<file path="src/rtl/hazard_pkg.sv">
// Shared types and constants for the pipeline hazard/control unit.
package hazard_pkg;

    // EX-stage operand source select
    typedef enum logic [1:0] {
        FWD_NONE = 2'b00,
        FWD_WB   = 2'b01,
        FWD_MEM  = 2'b10
    } forward_sel_e;

    // Multi-cycle operation sequencer state
    typedef enum logic {
        IDLE = 1'b0,
        BUSY = 1'b1
    } mc_state_e;

    // result_src encoding that marks a load in EX
    localparam logic [1:0] RESULT_SRC_LOAD = 2'b01;

    // True when a later stage writes a non-x0 register that matches rs
    function automatic logic rd_hit(input logic [4:0] rd, input logic we, input logic [4:0] rs);
        return we && (rd != '0) && (rd == rs);
    endfunction

endpackage

</file>
<file path="src/rtl/hazard_unit_if.sv">
// Signal bundle between the pipeline datapath (master) and the hazard unit (slave).
interface hazard_unit_if;
    logic [4:0] rs1_addr_d_i;
    logic [4:0] rs2_addr_d_i;
    logic [4:0] rs1_addr_e_i;
    logic [4:0] rs2_addr_e_i;
    logic [4:0] rd_addr_e_i;
    logic       op_a_is_rs1_e_i;
    logic       alu_src_e_i;
    logic [1:0] result_src_e_i;
    logic [4:0] rd_addr_m_i;
    logic       reg_write_m_i;
    logic [4:0] rd_addr_w_i;
    logic       reg_write_w_i;
    logic       pc_src_e_i;
    logic       mc_op_e_i;
    logic       mc_done_i;

    logic [1:0] forward_a_e_o;
    logic [1:0] forward_b_e_o;
    logic       stall_f_o;
    logic       stall_d_o;
    logic       stall_e_o;
    logic       flush_d_o;
    logic       flush_e_o;
    logic       flush_m_o;
    logic       mc_start_o;
    logic       mc_busy_o;
    logic       mc_error_o;

    modport master (
        output rs1_addr_d_i, rs2_addr_d_i, rs1_addr_e_i, rs2_addr_e_i, rd_addr_e_i,
               op_a_is_rs1_e_i, alu_src_e_i, result_src_e_i,
               rd_addr_m_i, reg_write_m_i, rd_addr_w_i, reg_write_w_i,
               pc_src_e_i, mc_op_e_i, mc_done_i,
        input  forward_a_e_o, forward_b_e_o, stall_f_o, stall_d_o, stall_e_o,
               flush_d_o, flush_e_o, flush_m_o, mc_start_o, mc_busy_o, mc_error_o
    );

    modport slave (
        input  rs1_addr_d_i, rs2_addr_d_i, rs1_addr_e_i, rs2_addr_e_i, rd_addr_e_i,
               op_a_is_rs1_e_i, alu_src_e_i, result_src_e_i,
               rd_addr_m_i, reg_write_m_i, rd_addr_w_i, reg_write_w_i,
               pc_src_e_i, mc_op_e_i, mc_done_i,
        output forward_a_e_o, forward_b_e_o, stall_f_o, stall_d_o, stall_e_o,
               flush_d_o, flush_e_o, flush_m_o, mc_start_o, mc_busy_o, mc_error_o
    );
endinterface

</file>
<file path="src/rtl/forward_select.sv">
// Operand forwarding select for one EX source register; MEM beats WB.
module forward_select
    import hazard_pkg::*;
(
    input  logic [4:0]   i_rs_addr,
    input  logic [4:0]   i_rd_addr_m,
    input  logic         i_reg_write_m,
    input  logic [4:0]   i_rd_addr_w,
    input  logic         i_reg_write_w,
    input  logic         i_en,
    output forward_sel_e o_sel
);

    // Pick the youngest in-flight producer of the source register
    always_comb begin
        o_sel = FWD_NONE;
        if (i_en) begin
            if (rd_hit(i_rd_addr_m, i_reg_write_m, i_rs_addr)) begin
                o_sel = FWD_MEM;
            end else if (rd_hit(i_rd_addr_w, i_reg_write_w, i_rs_addr)) begin
                o_sel = FWD_WB;
            end
        end
    end

endmodule

</file>
<file path="src/rtl/hazard_unit.sv">
// Pipeline hazard unit: forwarding selects, load-use stall, redirect flush,
// and sequencing of multi-cycle EX operations with a timeout guard.
module hazard_unit
    import hazard_pkg::*;
#(
    parameter int unsigned MC_TIMEOUT = 64
) (
    input  logic         clk,
    input  logic         rst_n,
    hazard_unit_if.slave bus
);

    localparam int unsigned          CNT_W   = $clog2(MC_TIMEOUT + 1);
    localparam logic [CNT_W-1:0]     CNT_MAX = CNT_W'(MC_TIMEOUT);

    mc_state_e        r_state;
    logic [CNT_W-1:0] r_count;
    logic             r_mc_busy;
    logic             r_mc_error;

    forward_sel_e w_fwd_a;
    forward_sel_e w_fwd_b;
    logic         w_lw_stall;
    logic         w_mc_enter;
    logic         w_mc_start_idle;
    logic         w_busy_hold;

    forward_select u_fwd_a (
        .i_rs_addr     (bus.rs1_addr_e_i),
        .i_rd_addr_m   (bus.rd_addr_m_i),
        .i_reg_write_m (bus.reg_write_m_i),
        .i_rd_addr_w   (bus.rd_addr_w_i),
        .i_reg_write_w (bus.reg_write_w_i),
        .i_en          (bus.op_a_is_rs1_e_i),
        .o_sel         (w_fwd_a)
    );

    forward_select u_fwd_b (
        .i_rs_addr     (bus.rs2_addr_e_i),
        .i_rd_addr_m   (bus.rd_addr_m_i),
        .i_reg_write_m (bus.reg_write_m_i),
        .i_rd_addr_w   (bus.rd_addr_w_i),
        .i_reg_write_w (bus.reg_write_w_i),
        .i_en          (!bus.alu_src_e_i),
        .o_sel         (w_fwd_b)
    );

    // Hazard conditions decoded from the current inputs and FSM state
    always_comb begin
        w_lw_stall      = (bus.result_src_e_i == RESULT_SRC_LOAD) &&
                          (bus.rd_addr_e_i != '0) &&
                          ((bus.rd_addr_e_i == bus.rs1_addr_d_i) ||
                           (bus.rd_addr_e_i == bus.rs2_addr_d_i));
        w_mc_enter      = (r_state == IDLE) && bus.mc_op_e_i && !bus.pc_src_e_i && !bus.mc_done_i;
        w_mc_start_idle = (r_state == IDLE) && bus.mc_op_e_i && (bus.mc_done_i || !bus.pc_src_e_i);
        w_busy_hold     = (r_state == BUSY) && !bus.mc_done_i && (r_count < CNT_MAX);
    end

    // Multi-cycle sequencer: state, cycle counter, busy flag and sticky timeout error
    always_ff @(posedge clk or negedge rst_n) begin
        if (!rst_n) begin
            r_state    <= IDLE;
            r_count    <= '0;
            r_mc_busy  <= 1'b0;
            r_mc_error <= 1'b0;
        end else begin
            case (r_state)
                IDLE: begin
                    if (w_mc_enter) begin
                        r_state   <= BUSY;
                        r_count   <= CNT_W'(1);
                        r_mc_busy <= 1'b1;
                    end
                end
                BUSY: begin
                    if (bus.mc_done_i) begin
                        r_state   <= IDLE;
                        r_count   <= '0;
                        r_mc_busy <= 1'b0;
                    end else if (r_count >= CNT_MAX) begin
                        r_state    <= IDLE;
                        r_count    <= '0;
                        r_mc_busy  <= 1'b0;
                        r_mc_error <= 1'b1;
                    end else begin
                        r_count <= r_count + 1'b1;
                    end
                end
                default: begin
                    r_state   <= IDLE;
                    r_count   <= '0;
                    r_mc_busy <= 1'b0;
                end
            endcase
        end
    end

    // Stall/flush/forward enables; multi-cycle hold outranks load-use, redirect outranks load-use
    always_comb begin
        bus.forward_a_e_o = FWD_NONE;
        bus.forward_b_e_o = FWD_NONE;
        bus.stall_f_o     = 1'b0;
        bus.stall_d_o     = 1'b0;
        bus.stall_e_o     = 1'b0;
        bus.flush_d_o     = 1'b0;
        bus.flush_e_o     = 1'b0;
        bus.flush_m_o     = 1'b0;
        bus.mc_start_o    = 1'b0;
        if (rst_n) begin
            bus.forward_a_e_o = w_fwd_a;
            bus.forward_b_e_o = w_fwd_b;
            if (r_state == BUSY) begin
                bus.stall_f_o = w_busy_hold;
                bus.stall_d_o = w_busy_hold;
                bus.stall_e_o = w_busy_hold;
                bus.flush_m_o = w_busy_hold;
            end else if (w_mc_enter) begin
                bus.mc_start_o = 1'b1;
                bus.stall_f_o  = 1'b1;
                bus.stall_d_o  = 1'b1;
                bus.stall_e_o  = 1'b1;
                bus.flush_m_o  = 1'b1;
            end else begin
                bus.mc_start_o = w_mc_start_idle;
                bus.stall_f_o  = w_lw_stall && !bus.pc_src_e_i;
                bus.stall_d_o  = w_lw_stall && !bus.pc_src_e_i;
                bus.flush_e_o  = w_lw_stall || bus.pc_src_e_i;
                bus.flush_d_o  = bus.pc_src_e_i;
            end
        end
    end

    assign bus.mc_busy_o  = r_mc_busy;
    assign bus.mc_error_o = r_mc_error;

endmodule

</file>
<file path="src/flat_wrapper.sv">
// flat-port wrapper written by rule: the top's interface ports become plain ports
module hazard_unit_flat import hazard_pkg::*;
#(
    parameter int unsigned MC_TIMEOUT = 64
)
  (clk, rst_n, bus_rs1_addr_d_i, bus_rs2_addr_d_i, bus_rs1_addr_e_i, bus_rs2_addr_e_i, bus_rd_addr_e_i, bus_op_a_is_rs1_e_i, bus_alu_src_e_i, bus_result_src_e_i, bus_rd_addr_m_i, bus_reg_write_m_i, bus_rd_addr_w_i, bus_reg_write_w_i, bus_pc_src_e_i, bus_mc_op_e_i, bus_mc_done_i, bus_forward_a_e_o, bus_forward_b_e_o, bus_stall_f_o, bus_stall_d_o, bus_stall_e_o, bus_flush_d_o, bus_flush_e_o, bus_flush_m_o, bus_mc_start_o, bus_mc_busy_o, bus_mc_error_o);
  hazard_unit_if bus_i ();
  input  logic clk;
  input  logic rst_n;
  input wire logic [$bits(bus_i.rs1_addr_d_i)-1:0] bus_rs1_addr_d_i;
  input wire logic [$bits(bus_i.rs2_addr_d_i)-1:0] bus_rs2_addr_d_i;
  input wire logic [$bits(bus_i.rs1_addr_e_i)-1:0] bus_rs1_addr_e_i;
  input wire logic [$bits(bus_i.rs2_addr_e_i)-1:0] bus_rs2_addr_e_i;
  input wire logic [$bits(bus_i.rd_addr_e_i)-1:0] bus_rd_addr_e_i;
  input wire logic [$bits(bus_i.op_a_is_rs1_e_i)-1:0] bus_op_a_is_rs1_e_i;
  input wire logic [$bits(bus_i.alu_src_e_i)-1:0] bus_alu_src_e_i;
  input wire logic [$bits(bus_i.result_src_e_i)-1:0] bus_result_src_e_i;
  input wire logic [$bits(bus_i.rd_addr_m_i)-1:0] bus_rd_addr_m_i;
  input wire logic [$bits(bus_i.reg_write_m_i)-1:0] bus_reg_write_m_i;
  input wire logic [$bits(bus_i.rd_addr_w_i)-1:0] bus_rd_addr_w_i;
  input wire logic [$bits(bus_i.reg_write_w_i)-1:0] bus_reg_write_w_i;
  input wire logic [$bits(bus_i.pc_src_e_i)-1:0] bus_pc_src_e_i;
  input wire logic [$bits(bus_i.mc_op_e_i)-1:0] bus_mc_op_e_i;
  input wire logic [$bits(bus_i.mc_done_i)-1:0] bus_mc_done_i;
  output wire logic [$bits(bus_i.forward_a_e_o)-1:0] bus_forward_a_e_o;
  output wire logic [$bits(bus_i.forward_b_e_o)-1:0] bus_forward_b_e_o;
  output wire logic [$bits(bus_i.stall_f_o)-1:0] bus_stall_f_o;
  output wire logic [$bits(bus_i.stall_d_o)-1:0] bus_stall_d_o;
  output wire logic [$bits(bus_i.stall_e_o)-1:0] bus_stall_e_o;
  output wire logic [$bits(bus_i.flush_d_o)-1:0] bus_flush_d_o;
  output wire logic [$bits(bus_i.flush_e_o)-1:0] bus_flush_e_o;
  output wire logic [$bits(bus_i.flush_m_o)-1:0] bus_flush_m_o;
  output wire logic [$bits(bus_i.mc_start_o)-1:0] bus_mc_start_o;
  output wire logic [$bits(bus_i.mc_busy_o)-1:0] bus_mc_busy_o;
  output wire logic [$bits(bus_i.mc_error_o)-1:0] bus_mc_error_o;
  assign bus_i.rs1_addr_d_i = bus_rs1_addr_d_i;
  assign bus_i.rs2_addr_d_i = bus_rs2_addr_d_i;
  assign bus_i.rs1_addr_e_i = bus_rs1_addr_e_i;
  assign bus_i.rs2_addr_e_i = bus_rs2_addr_e_i;
  assign bus_i.rd_addr_e_i = bus_rd_addr_e_i;
  assign bus_i.op_a_is_rs1_e_i = bus_op_a_is_rs1_e_i;
  assign bus_i.alu_src_e_i = bus_alu_src_e_i;
  assign bus_i.result_src_e_i = bus_result_src_e_i;
  assign bus_i.rd_addr_m_i = bus_rd_addr_m_i;
  assign bus_i.reg_write_m_i = bus_reg_write_m_i;
  assign bus_i.rd_addr_w_i = bus_rd_addr_w_i;
  assign bus_i.reg_write_w_i = bus_reg_write_w_i;
  assign bus_i.pc_src_e_i = bus_pc_src_e_i;
  assign bus_i.mc_op_e_i = bus_mc_op_e_i;
  assign bus_i.mc_done_i = bus_mc_done_i;
  assign bus_forward_a_e_o = bus_i.forward_a_e_o;
  assign bus_forward_b_e_o = bus_i.forward_b_e_o;
  assign bus_stall_f_o = bus_i.stall_f_o;
  assign bus_stall_d_o = bus_i.stall_d_o;
  assign bus_stall_e_o = bus_i.stall_e_o;
  assign bus_flush_d_o = bus_i.flush_d_o;
  assign bus_flush_e_o = bus_i.flush_e_o;
  assign bus_flush_m_o = bus_i.flush_m_o;
  assign bus_mc_start_o = bus_i.mc_start_o;
  assign bus_mc_busy_o = bus_i.mc_busy_o;
  assign bus_mc_error_o = bus_i.mc_error_o;
  hazard_unit #(.MC_TIMEOUT(MC_TIMEOUT)) u_core (.clk(clk), .rst_n(rst_n), .bus(bus_i));
endmodule
</file>
<file path="config.mk">
export PLATFORM = sky130hd
export DESIGN_NAME = hazard_unit_flat
export DESIGN_NICKNAME = d
export VERILOG_FILES = /design/src/rtl/hazard_pkg.sv /design/src/rtl/hazard_unit_if.sv /design/src/rtl/forward_select.sv /design/src/rtl/hazard_unit.sv /design/src/flat_wrapper.sv
export SDC_FILE = /design/constraint.sdc
export NUM_CORES = 1
export LEC_CHECK = 0
export ABC_AREA = 1
export CELL_PAD_IN_SITES_DETAIL_PLACEMENT = 1
export CELL_PAD_IN_SITES_GLOBAL_PLACEMENT = 2
export CORE_ASPECT_RATIO = 0.75
export CORE_MARGIN = 1
export CORE_UTILIZATION = 18
export CTS_CLUSTER_DIAMETER = 200
export CTS_CLUSTER_SIZE = 16
export DETAILED_ROUTE_END_ITERATION = 8
export GPL_TIMING_DRIVEN = 0
export PLACE_DENSITY_LB_ADDON = 0.1
export RECOVER_POWER = 25
export SYNTH_ARGS = -nofsm -noshare
export SYNTH_HDL_FRONTEND = slang
export SYNTH_SLANG_ARGS = --single-unit
</file>
<file path="constraint.sdc">
create_clock -name clk -period 1.55 [get_ports clk]
set_input_delay 0.31 -clock clk [delete_from_list [all_inputs] [get_ports clk]]
set_output_delay 0.31 -clock clk [all_outputs]
set_load 0.03 [all_outputs]
</file>
# After elaboration in Yosys (flattened, before gate mapping)
# Cells that the tools add are included.
# classes
add_sub_neg,1
magnitude_cmp,2
eq_ne,9
muxes,34
bitwise,2
reduce_logical,25
# ops
op,n
5-bit equality test,6
1-bit 2-to-1 mux,22
7-bit 2-to-1 mux,3
1-bit logical AND,15
5-bit nonzero test,3
7-bit one-hot mux with 2 select lines,1
2-bit 2-to-1 mux,6
7-bit by 1-bit adder with 7-bit output (second input constant),1
7-bit >= comparator (second input constant),1
7-bit < comparator (second input constant),1
1-bit one-hot mux with 2 select lines,2
1-bit logical OR,3
3-bit inequality test (second input constant),1
3-bit AND reduction,1
2-bit by 1-bit equality test with 1-bit output (second input constant),1
1-bit zero test,2
2-bit by 1-bit inequality test with 1-bit output (second input constant),1
1-bit inverter,2
2-bit AND reduction,1
# totals
reg_bits,10
input_bits,46
out_inout_bits,13
word_cells,77

# Depth between registers and ports, before layout
# logic_depth
word_depth,7
ltp_mapped,9
ltp_nobuf,8

# Modules after synthesis
# From an unflattened synthesis, not the netlist that was laid out.
# unflattened
cells_unflattened,252
area_unflattened_um2,1315.0
# modules_own_cells
module,n_inst,cells_per_inst,area_each_um2,seq_area_each_um2
hazard_unit,1,130,827.0,250.2
forward_select,2,61,244.0,0.0

# Worst setup path before layout
# OpenSTA, ideal clock, no wires.
# synth_timing
path_type,input port to output port
start,in bus_rs1_addr_d_i[4]
end,out bus_stall_f_o
arrival_ns,1.446
required_ns,1.240
setup_slack_ns,-0.206
cell_stages,9
path_buffers,1
cell_sequence,inv_1 > nand2_1 > nand2_1 > nor2_1 > nand3_1 > nand2_1 > nand2_1 > o21ai_1 > buf_4
# synth_via
elab_chain_cells,7
# synth_rtl
item,line,rtl
from (decl),flat_wrapper.sv:10,input wire logic [$bits(bus_i.rs1_addr_d_i)-1:0] bus_rs1_addr_d_i;
5-bit equality test,hazard_unit.sv:52,((bus.rd_addr_e_i == bus.rs1_addr_d_i) ||
1-bit logical OR,hazard_unit.sv:52,
1-bit logical AND,hazard_unit.sv:51,(bus.rd_addr_e_i != '0) &&
1-bit logical AND,-,
1-bit 2-to-1 mux (3 in a row),-,
to (decl),flat_wrapper.sv:27,output wire logic [$bits(bus_i.stall_f_o)-1:0] bus_stall_f_o;
# Every way passes these cells.

# Final worst setup path
# layout_timing
start,reg u_core.r_state
end,out bus_stall_f_o
# layout_via
elab_chain_cells,7
word_cells_on_any_way,9
cone_classes,mux (3); bitwise (1); reduce/logical (5)
# layout_rtl
item,line,rtl
from (decl),hazard_unit.sv:16,mc_state_e r_state;
from (signal assigned),hazard_unit.sv:62,r_state <= IDLE;
from (signal assigned),hazard_unit.sv:70,r_state <= BUSY;
from (signal assigned),hazard_unit.sv:77,r_state <= IDLE;
1-bit inverter,hazard_unit.sv:54,w_mc_enter = (r_state == IDLE) && bus.mc_op_e_i && !bus.pc_src_e_i && !bus.mc_done_i;
1-bit logical AND (3 in a row),hazard_unit.sv:54,
1-bit 2-to-1 mux,hazard_unit.sv:117,end else if (w_mc_enter) begin
1-bit 2-to-1 mux (*),hazard_unit.sv:112,if (r_state == BUSY) begin
1-bit 2-to-1 mux (*),hazard_unit.sv:109,if (rst_n) begin
# Every way passes the cells marked *; elsewhere a longest branch is shown, timed or not.

==> impl_results.rst <==
.. list-table::
   :header-rows: 1

   * - Metric
     - Value
   * - Final nets
     - 301
   * - CP startpoint kind
     - register
   * - Clock tree sinks
     - 10
   * - Lkg Pwr
     - 1.06 nW
   * - # DRC
     - 0
   * - Num CTS Buffers
     - 3
   * - Sequential cell fraction of total power
     - 27.2%
   * - Unrepaired setup endpoints after global routing
     - true
   * - Number of setup violations in the final report
     - 5
   * - ANT nets after route
     - 0
   * - Data arrival time of the critical path
     - 1.38 ns
   * - Hold Path Sink
     - u_core.bus.mc_error_o
   * - Synthesized net count
     - 219
   * - Via count
     - 1306
   * - Drt wl/cell
     - 12.6 µm
   * - Met1 usage
     - 19.3%
   * - Number of placed instances, taps included
     - 304
   * - Number of enable-type register cells in the synthesized netlist
     - 0
   * - Count of port buffers added during placement
     - 58
   * - Die Footprint
     - 6270 µm²
   * - Result of the run
     - complete, but fails checks
   * - Routing usage on met2
     - 21.5%
   * - Clock Latency Late Sink
     - 0.24 ns
   * - Combinational Power Share
     - 42.6%
   * - Detailed Route Iter0 Violations
     - 30
   * - Final WS setup
     - -0.143 ns
   * - Number of stages on the worst hold path
     - 1
   * - Vias in the first global route
     - 1274
   * - Worst EP required
     - 1.24 ns
   * - IR drop worst, VDD
     - 0.000453 V
   * - HPWL reported at the end of detailed placement
     - 3060 µm
   * - Core outline area
     - 5530 µm²
   * - Signed area change from the synthesized netlist to the final layout
     - 86.1%
   * - Transition time of the tightest slew-check pin
     - 0.494 ns
   * - Cell taking the most area after synthesis
     - sky130_fd_sc_hd__dfrtp_1
   * - Net switching power
     - 0.395 mW
   * - Minimum hold slack
     - 0.473 ns
   * - Cells after synthesis
     - 171
   * - Total count of max-transition violations in the final report
     - 0
   * - Width of the chip
     - 91.1 µm
   * - Share of the clock period used by the worst path
     - 109%
   * - Sequential element share of the synthesized area
     - 23.3%
   * - Worst slew margin
     - 66.9%
   * - Critical R2R Launch
     - u_core.r_state
   * - Upper clock frequency limit
     - 591 MHz
   * - Cell row count
     - 23
   * - Synth async-reset ratio
     - 100%
   * - Proportion of power drawn by the clock network
     - 30.2%
   * - Warning count from the yosys run
     - 0
   * - Antenna violations before repair
     - 0
   * - Final WL
     - 4120 µm
   * - Switching Share
     - 34.9%
   * - Number of levels the H-tree was split into
     - 1
   * - Final Hold Violating Endpoints
     - 0
   * - Max Root-Sink Buffers
     - 2
   * - Effective utilization at floorplan
     - 19.4%
   * - First-pass GRT wire length
     - 6450 µm
   * - DRT Pass-1 Iters
     - 4
   * - Crit path capture type
     - output port
   * - Chip Height
     - 68.8 µm
   * - Average via count per standard cell
     - 3.98
   * - Most Crowded Layer GR
     - met2
   * - Post-layout min period
     - 1.69 ns
   * - Pin count of the biggest net entering global routing
     - 11
   * - Number of max-capacitance violations reported
     - 0
   * - Number of cell instances on the worst register-to-register path
     - 9
   * - Overall Global Routing Usage
     - 13.4%
   * - Hold crit path type
     - reg2reg
   * - Area contributors post-synth
     - sky130_fd_sc_hd__dfrtp_1 (23%), sky130_fd_sc_hd__nand2_1 (15%), sky130_fd_sc_hd__xor2_1 (13%)
   * - Proportion of layout cells with a drive suffix above 1
     - 43.7%
   * - Critical path class
     - reg2out
   * - Endpoint of the worst-slack reg-to-reg timing path
     - u_core.bus.mc_busy_o
   * - Met3 Usage GRT
     - 1.10%
   * - Non-filler cells, final
     - 328
   * - Worst Hold Launch
     - u_core.bus.mc_error_o
   * - Share of the synthesized area in the top cell type
     - 23.3%
   * - Clk Tree Root Cell
     - sky130_fd_sc_hd__clkbuf_8
   * - Worst clock skew
     - 0.00358 ns
   * - Cell area power density
     - 567 nW/µm²
   * - Crit Path Max Fanout
     - 5
   * - Syn Std Cell Area
     - 1070 µm²
   * - Violations in the final reports
     - setup timing
   * - Count of distinct cell types in the synthesized netlist
     - 25
   * - Final global-route overflow total
     - 0
   * - Average cell area after synthesis
     - 6.27 µm²
   * - Filler Cells Inserted
     - 716
   * - Clock-pin slew on the worst setup and hold paths
     - 0.05 ns
   * - Flop2flop setup slack
     - 0.12 ns
   * - Number of top-level pins
     - 59
   * - Post-synthesis register bit count
     - 10
   * - Pre-CTS setup slack
     - -1.39 ns
   * - Clock tree from TritonCTS
     - done
   * - Commonest register cell after synthesis
     - sky130_fd_sc_hd__dfrtp_1
   * - Design internal power
     - 0.736 mW
   * - Final RePlAce weighted congestion
     - 0.691
-- critical path, cell delays in order, from the launching register on --
cell and delay (ns):
sky130_fd_sc_hd__dfrtp_1 0.37, sky130_fd_sc_hd__inv_2 0.05, sky130_fd_sc_hd__buf_4 0.16, sky130_fd_sc_hd__o211ai_1 0.21
sky130_fd_sc_hd__o21ai_2 0.09, sky130_fd_sc_hd__buf_4 0.13, sky130_fd_sc_hd__buf_6 0.13
-- state kept, by name, summed over array words and instances (netlist names) --
name,flops
u_core.r_count,7
u_core.bus.mc_busy_o,1
u_core.bus.mc_error_o,1
u_core.r_state,1
-- cell usage in the layout (no fill, tap or decap), types with 3 or more instances in the layout --
cell type	n
sky130_fd_sc_hd__dfrtp_1	10
sky130_fd_sc_hd__dlygate4sd2_1	10
sky130_fd_sc_hd__o21ai_1	4
sky130_fd_sc_hd__inv_1	20
sky130_fd_sc_hd__nand2_2	8
sky130_fd_sc_hd__a21oi_1	4
sky130_fd_sc_hd__nand2_1	36
sky130_fd_sc_hd__buf_2	24
sky130_fd_sc_hd__nand3_2	4
sky130_fd_sc_hd__inv_2	9
sky130_fd_sc_hd__buf_4	21
sky130_fd_sc_hd__xnor2_2	3
sky130_fd_sc_hd__nor2_1	19
sky130_fd_sc_hd__xor2_1	14
sky130_fd_sc_hd__nand3_1	8
sky130_fd_sc_hd__buf_6	17
sky130_fd_sc_hd__clkbuf_8	4
-- synth_stat cells, drive strengths merged, types with 5 or more instances --
master and instances:
a21oi 5, nor2 21, o21ai 7, inv 29, nand2 45, nor3 5
xnor2 6, nand3 12, xor2 16, dfrtp 10
-- worst max-delay path by stage --
stage / start / end / slack [ns]
after global routing: u_core.r_state / bus_stall_f_o / -0.24
after floorplan: bus_rs1_addr_d_i[4] / bus_stall_f_o / -0.01
final: u_core.r_state / bus_stall_f_o / -0.14
after detailed placement: rst_n / bus_forward_a_e_o[0] / -1.39
after CTS: bus_rs2_addr_d_i[3] / bus_stall_f_o / -0.11
after global placement: rst_n / bus_forward_a_e_o[0] / -1.42
-- cells by family after synthesis --
family / count (synthesis) / synth area share, %
adder cells (fa/ha/maj): 2 / 2.33
XOR/XNOR: 22 / 18.0
flip-flops: 10 / 23.3
AND/OR/NAND/NOR: 89 / 36.2
AO/OA/AOI/OAI: 16 / 8.28
buffers and inverters: 32 / 11.9
-- metrics by stage --
stage | instance area [µm²] | TNS (ns) | total power [mW] | utilization, %
after floorplan | 1080 | -0.0110 | 0.507 | -
after global placement | 1750 | -12.61 | 0.733 | 31.7
after detailed placement | 1750 | -12.65 | 0.736 | 31.7
after CTS | 1930 | -0.500 | 1.11 | 34.9
after global routing | 1990 | -1.10 | 1.21 | 36.1
final | 2000 | -0.588 | 1.13 | 36.1
-- power by group through the flow --
stage	clock (mW)	combinational [mW]	sequential, mW
finish	0.342	0.482	0.308
global route	0.361	0.533	0.312
CTS	0.345	0.457	0.307
detailed placement	0	0.424	0.312
global placement	0	0.420	0.313
floorplan	0	0.187	0.320
-- timing repair --
action | in CTS | in global routing
setup buffers | 20 | 1
hold buffers | 1 | 0
hold endpoints to repair | 10 | 0
resized for setup | 250 | 33
pin swaps | 43 | 23
setup endpoints to repair | 13 | 12
-- area by class of cell --
class / instances / area, µm² / area share (%)
clock buffers: 4 / 55.1 / 2.76
well taps: 75 / 93.8 / 4.70
plain buffers: 2 / 15.0 / 0.752
repair buffers: 77 / 614 / 30.8
diodes: 1 / 2.50 / 0.125
inverters: 30 / 113 / 5.64
multi-input cells: 129 / 852 / 42.7
flip-flops and latches: 10 / 250 / 12.5
-- per-layer routing --
metal | vias up | wire (µm)
met1 | 593 | 2160
met2 | 20 | 1850
met5 | - | 0
li1 | 689 | -
met3 | 4 | 86
met4 | 0 | 28
No activity file was read; power rests on OpenSTA's default activity.
